==> src/rtl/serial_bit_adder_pkg.sv <==
// serial_bit_adder_pkg: shared FSM state encoding and width limit for the bit-serial adder
package serial_bit_adder_pkg;
  typedef enum logic [1:0] {
    IDLE  = 2'd0,
    SHIFT = 2'd1,
    DONE  = 2'd2
  } state_t;
  localparam int MIN_W = 2;
endpackage

==> src/rtl/serial_bit_adder_ha_cell.sv <==
// ha_cell: 1-bit half adder, sum and carry of two bits
module ha_cell (
  input  logic i_a,
  input  logic i_b,
  output logic o_s,
  output logic o_c
);
  assign o_s = i_a ^ i_b;
  assign o_c = i_a & i_b;
endmodule

==> src/rtl/serial_bit_adder.sv <==
// serial_bit_adder: W-bit adder processing one bit pair per cycle, LSB first
module serial_bit_adder
  import serial_bit_adder_pkg::*;
#(
  parameter int W = 8
) (
  input  logic         clk,
  input  logic         rst_n,
  input  logic         start,
  input  logic [W-1:0] a,
  input  logic [W-1:0] b,
  input  logic         cin,
  output logic         busy,
  output logic         done,
  output logic [W-1:0] sum,
  output logic         cout
);
  localparam int CW = $clog2(W);
  localparam logic [CW-1:0] LAST = CW'(W - 1);
  state_t        r_state;
  logic [W-1:0]  r_a;
  logic [W-1:0]  r_b;
  logic [W-1:1]  r_sum_sh;
  logic          r_carry;
  logic [CW-1:0] r_cnt;
  logic [W-1:0]  r_sum;
  logic          r_cout;
  logic          w_p;
  logic          w_g;
  logic          w_s;
  logic          w_pc;
  logic          w_c;
  logic [W-1:0]  w_sum_next;
  ha_cell u_ha0 (.i_a(r_a[0]), .i_b(r_b[0]),  .o_s(w_p), .o_c(w_g));
  ha_cell u_ha1 (.i_a(w_p),    .i_b(r_carry), .o_s(w_s), .o_c(w_pc));
  assign w_c = w_g | w_pc;
  // The lowest collected bit is always shifted out, so only W-1 bits are stored
  assign w_sum_next = {w_s, r_sum_sh};
  assign busy = r_state != IDLE;
  assign done = r_state == DONE;
  assign sum  = r_sum;
  assign cout = r_cout;
  // FSM: load operands, shift one bit per cycle, publish result on entry to DONE
  always_ff @(posedge clk or negedge rst_n)
    if (!rst_n) begin
      r_state  <= IDLE;
      r_a      <= '0;
      r_b      <= '0;
      r_sum_sh <= '0;
      r_carry  <= 1'b0;
      r_cnt    <= '0;
      r_sum    <= '0;
      r_cout   <= 1'b0;
    end else begin
      case (r_state)
        IDLE:
          if (start) begin
            r_a     <= a;
            r_b     <= b;
            r_carry <= cin;
            r_cnt   <= '0;
            r_state <= SHIFT;
          end
        SHIFT: begin
          r_carry  <= w_c;
          r_sum_sh <= w_sum_next[W-1:1];
          r_a      <= r_a >> 1;
          r_b      <= r_b >> 1;
          r_cnt    <= r_cnt + 1'b1;
          if (r_cnt == LAST) begin
            r_sum   <= w_sum_next;
            r_cout  <= w_c;
            r_state <= DONE;
          end
        end
        DONE:    r_state <= IDLE;
        default: r_state <= IDLE;
      endcase
    end
endmodule

==> config.mk <==
export PLATFORM = sky130hd
export DESIGN_NAME = serial_bit_adder
export DESIGN_NICKNAME = d
export VERILOG_FILES = /design/src/rtl/serial_bit_adder_pkg.sv /design/src/rtl/serial_bit_adder_ha_cell.sv /design/src/rtl/serial_bit_adder.sv
export SDC_FILE = /design/constraint.sdc
export NUM_CORES = 1
export LEC_CHECK = 0
export ABC_CLOCK_PERIOD_IN_PS = 2200
export BUFFER_PORTS_ARGS = -buffer_cell sky130_fd_sc_hd__buf_2
export CORE_MARGIN = 1
export CORE_UTILIZATION = 55
export CTS_CLUSTER_SIZE = 10
export DETAILED_ROUTE_END_ITERATION = 7
export PLACE_DENSITY = 0.82
export SLEW_MARGIN = 25
export SYNTH_ARGS = -nofsm -noshare
export SYNTH_HDL_FRONTEND = slang
export SYNTH_SLANG_ARGS = --single-unit
==> constraint.sdc <==
create_clock -name clk -period 2.2 [get_ports clk]
set_input_delay 0.11 -clock clk [delete_from_list [all_inputs] [get_ports clk]]
set_output_delay 0.11 -clock clk [all_outputs]
set_load 0.005 [all_outputs]
==> results of run 1 <==
[cells by family (layout without fill, tap and decap cells)]
family | Yosys count | after routing | share of synthesized area (%)
buffers and inverters | 13 | 44 | 4.984
DFF | 38 | 38 | 57.40
AOI/OAI and AO/OA | 45 | 45 | 17.52
muxes | 9 | 9 | 6.118
and+or+nand+nor | 38 | 38 | 11.25
adders and majority gates | 3 | 3 | 2.719
[cells in the mapped netlist, types with 3 or more instances]
cell type / n
a21oi_1: 9
a2bb2oi_1: 5
buf_2: 3
buf_6: 3
dfrtp_1: 38
inv_1: 4
mux2_2: 9
nand2_1: 24
nand2b_1: 3
nor2_1: 3
o21ai_0: 6
o22ai_1: 21
[worst max-delay path, cell delays in order, from the launching register on]
cell     delay, ns
dfrtp_1       0.50
inv_1         0.42
nor2_1        0.08
buf_2         0.14
[worst max-delay path by stage]
stage	startpoint	endpoint	slack, ns	cells past startpoint
final	r_state[1]	done	0.61	3
after global routing	r_state[1]	done	0.51	3
after CTS	r_state[1]	done	0.62	3
after detailed placement	r_state[1]	sum[2]	0.65	3
after global placement	r_state[1]	sum[6]	0.75	3
after floorplan	r_cnt[0]	cout	0.87	4
[metrics by stage]
step | utilization (%) | std cells | hold slack [ns] | total power [µW] | cell area [µm²]
2_1_floorplan | - | 146 | -0.1856 | 1977 | 1657
3_3_place_gp | 63.38 | 198 | 0.2437 | 2141 | 1778
3_5_place_dp | 63.38 | 198 | 0.2388 | 2216 | 1778
4_1_cts | 66.37 | 208 | 0.02023 | 2592 | 1862
5_1_grt | 66.37 | 208 | 0.05315 | 2786 | 1862
6_report | 66.37 | 208 | 0.03481 | 2588 | 1862
[routing by layer]
layer / vias to the layer above / global-route usage, % / part of all wire (%)
met2: 33 / 39.66 / 51
met1: 629 / 28.40 / 42
met4: 0 / 14.29 / 2.6
met3: 11 / 5.069 / 3.7
li1: 581 / - / -
met5: - / 0 / 0
[area by class of cell]
class | instances | share of cell area [%]
Inverter | 4 | 0.8064
Multi-Input combinational cell | 95 | 33.47
Tap cell | 31 | 2.083
Sequential cell | 38 | 51.08
Clock buffer | 6 | 2.755
Clock inverter | 2 | 0.6720
Timing Repair Buffer | 32 | 9.140
[power breakdown]
part	total [µW]	switching, µW	internal [µW]
Combinational	944	479	465
Clock	378	224	154
Sequential	1270	243	1020
[registers in the layout (all words and copies together) (netlist names)]
signal / count
r_a: 8
r_sum_sh: 7
r_cnt: 3
r_b: 8
sum: 8
r_state: 2
cout: 1
r_carry: 1
==> impl_metrics.tcl, run 1 <==
set metrics [dict create \
    status "finished, violations left" \
    violations "DRC" \
    post_cts_buffers 0 \
    end_kind "output pin" \
    area_delta_synth_final_pct 12.39 \
    drt_iter0_markers 59 \
    hold_viol_final 0 \
    critPathMaxFanout 15 \
    fin_crit_ns 1.592 \
    hpwl_mm 2.346 \
    grt_util_all_layers_pct 23.91 \
    r2r-end "sum[2]" \
    slew_viol_final 0 \
    syn_inst 146 \
    rsz0062_at_grt "no" \
    antenna_cells 0 \
    post_synth_num_cell_types 25 \
    vias 1254 \
    htreeDepth 2 \
    synthTopCellsByArea "dfrtp_1, o22ai_1, mux2_2" \
    worstPathRequired_ns 2.09 \
    final_nets 199 \
    yosys_warnings 0 \
    path_clk_slew_ns 0.11 \
    hold_path_end "r_b[7]" \
    async_flop_share_pct 100.0 \
    syn_area_per_cell_um2 11.35 \
    layout_commonest_cell "dfrtp_1" \
    fin_worst_skew_ns 0.01116 \
    cts.sinks 38 \
    ys_ff_latch 38 \
    fin_ws_ns 0.6079 \
    grt_pass1_vias 1234 \
    synth_nets 169 \
    insertion_delay_ns 0.35 \
    die_w_um 56.88 \
    core_area_um2 2805 \
    cts-root-buf "clkbuf_4" \
    place_congestion 0.7644 \
    mostFrequentLayoutCells "dfrtp_1, buf_2, nand2_1" \
    holdCritPathClass "primary input to flip-flop" \
    cts-resized-gates 0 \
    relSlewSlack_pct 45.92 \
    clockBufferDepth 2 \
    crit_type "flip-flop to output pin" \
    power_density_nw_per_um2 1390 \
    drt-total-wl_mm 3.393 \
    initial_utilization_pct 59.05 \
    die-area_um2 3235 \
    finalCritPeriodShare_pct 72.37 \
    synth_edf_count 0 \
    route.detailed.wl_per_inst_um 16.31 \
    seq_area_um2 950.9 \
    fmax_ghz 0.6281 \
    min_from "b[7]" \
    vdd_drop_max_v 0.0007485 \
    placementRows 19 \
    synth_top_area_share_pct 57.40 \
    ant_nets 0 \
    ys.flop_type "dfrtp_1" \
    antenna_found_initial 0 \
    drcViolationCount 2 \
    cts_tree "done" \
    syn_area_um2 1657 \
    rr_worst_depth 3 \
    min_path_cells 3 \
    fin_setup_tns_ns 0 \
    drive_above_1_share_pct 29.94 \
    grt_overflow 0 \
    die_y_um 56.88 \
    worst_slew_pin_slew_ns 0.8112 \
    r2r_start "r_state[1]" \
    first_pass_iters 6 \
    multiInputGateArea_um2 623.1 \
    fill_cells 232 \
    port_buffers 30 \
    grt_pass1_wl_mm 5.637 \
    dp_slack_ns 0.6485 \
    grt_max_degree 39 \
    setup_viol 0 \
    hold_buffers 2 \
    start_kind "flip-flop" \
    arrival_ns 1.48 \
    cts_buffers 5 \
    max_cap_violations 0 \
    r2r_setup_slack_ns 0.64 \
    synth_largest_area_cell "dfrtp_1" \
    ys_seq_area_share_pct 57.40 \
    p_leak_uw 0.0008822 \
    viasPerCell 6.029 \
    pin_count 31 \
]
Note: power is estimated with default switching activity, not from simulation.
==> run 2, diff against run 1 <==
Settings changed: ABC_CLOCK_PERIOD_IN_PS 2200 to 1500, CORE_UTILIZATION 55 to 54, PLACE_DENSITY 0.82 to 0.81.
Clock period 2.2 ns to 1.5 ns, I/O delays scaled along.
==> run 2 against run 1 <==
Net effect:
- the run still ends with DRC left
- via count increased by 2.4%
- power grew 55%
- critical path depth up 2
- sequential cell count did not move
- clock power grew 79%
- sequential share of layout area is 2.2 points lower
- die area is 1.8% higher
- register-to-register slack got worse by 0.54 ns
- hold slack better by 0.0089 ns
- clock-buffer cell count shrank 1
==> impl_metrics.tcl, run 2 (synthesis gave the netlist of run 1 again) <==
set metrics [dict create \
    htreeDepth 2 \
    route.detailed.wl_per_inst_um 15.60 \
    die-area_um2 3293 \
    layout_commonest_cell "dfrtp_1" \
    place_area_um2 1823 \
    p_leak_uw 0.0009289 \
    drt-total-wl_mm 3.369 \
    fmax_ghz 0.7012 \
    port_buffers 30 \
    crit_type "flip-flop to output pin" \
    worstPathRequired_ns 1.42 \
    cts_buffers 5 \
    finalCritPeriodShare_pct 95.07 \
    path_clk_slew_ns 0.12 \
    arrival_ns 1.35 \
    rsz0062_at_grt "no" \
    violations "DRC" \
    fin_area_um2 1944 \
    relSlewSlack_pct 69.54 \
    end_kind "output pin" \
    fin_worst_skew_ns 0.01461 \
    area_delta_synth_final_pct 17.37 \
    cts_tree "done" \
    fin_setup_tns_ns 0 \
    core_area_um2 2829 \
    viasPerCell 5.944 \
    drive_above_1_share_pct 32.97 \
    placementRows 19 \
    drcViolationCount 2 \
    power_density_nw_per_um2 2061 \
    critPathMaxFanout 10 \
    critical-path-slowest-cell "dfrtp_1" \
    rr_worst_depth 4 \
    hold_viol_final 0 \
    drt_iter0_markers 55 \
    antenna_cells 0 \
    crit_chain "buf_4 > inv_1 > buf_4 > nor2_1 > buf_2" \
    vias 1284 \
    start_kind "flip-flop" \
    cp_common_cell "buf_4" \
    vdd_drop_max_v 0.001526 \
    hpwl_mm 2.201 \
    min_path_cells 3 \
    setup_viol 0 \
    max_cap_violations 0 \
    worst_slew_pin_slew_ns 0.4569 \
    fill_cells 208 \
    ant_nets 0 \
    final_nets 207 \
    cts-root-buf "clkbuf_4" \
    grt_pass1_vias 1229 \
    status "finished, violations left" \
    insertion_delay_ns 0.35 \
    cts.sinks 38 \
    grt_pass1_wl_mm 5.464 \
    mostFrequentLayoutCells "dfrtp_1, buf_2, nand2_1" \
    clockBufferDepth 2 \
    pin_count 31 \
    antenna_found_initial 0 \
    grt_util_all_layers_pct 22.01 \
    max_stage_delay_ns 0.41 \
    fin_crit_ns 1.426 \
    first_pass_iters 6 \
    post_cts_buffers 0 \
    initial_utilization_pct 58.56 \
    grt_overflow 0 \
    die_w_um 57.39 \
    slew_viol_final 0 \
    place_congestion 0.7561 \
    grt_max_degree 39 \
    holdCritPathClass "primary input to flip-flop" \
    die_y_um 57.39 \
]
-- run 2: metal layers --
layer / share of wire [%] / track usage [%] / up-vias
li1: - / - / 608
met2: 49 / 35.55 / 49
met3: 4.8 / 5.215 / 4
met1: 45 / 28.90 / 623
met5: 0 / 0 / -
met4: 1.1 / 8.362 / 0
-- run 2: through the flow --
stage	utilization, %	std cells	setup WS [ns]	total power [µW]	hold slack [ns]
global placement	64.44	204	0.1239	3186	0.1387
detailed placement	64.44	204	0.06380	3290	0.1429
floorplan	-	146	0.1658	2900	-0.2206
finish	68.73	216	0.07391	4007	0.04370
global route	68.73	216	0.002142	4292	0.04565
CTS	68.24	215	0.04609	3972	0.02330
-- run 2: layout make-up --
type | count | area, µm² | area share [%]
inverter | 4 | 15.01 | 0.7722
clock inverter | 3 | 40.04 | 2.059
sequential | 38 | 950.9 | 48.91
timing repair buffer | 39 | 225.2 | 11.58
tap | 31 | 38.79 | 1.995
clock buffer | 5 | 37.54 | 1.931
multi-input combinational | 96 | 636.9 | 32.75
-- run 2: critical path: cells and delay by family (launching register included) --
kind          cells  cell delay, ns
buf+inv           4            0.56
flops             1            0.41
simple gates      1            0.05
-- run 2: power breakdown --
part / switching (µW) / internal (µW) / total (µW)
Clock: 332 / 345 / 677
Sequential: 317 / 1500 / 1820
Combinational: 764 / 749 / 1510
-- run 2: worst paths after layout --
check                       startpoint     endpoint  slack (ns)
max                         r_state[1]         done        0.07
min reg2reg                r_sum_sh[1]  r_sum_sh[1]        0.48
min in group asynchronous        rst_n       sum[3]        0.29
min                               a[3]       r_a[3]        0.04
max in group asynchronous        rst_n       r_a[0]        0.88
max reg2reg                   r_cnt[0]       sum[1]        0.10
-- run 2: timing repair --
action | CTS | global route
hold endpoints to repair | 40 | 0
hold buffers | 3 | 0
endpoints found under the setup margin | 0 | 4
resized for setup | 0 | 2
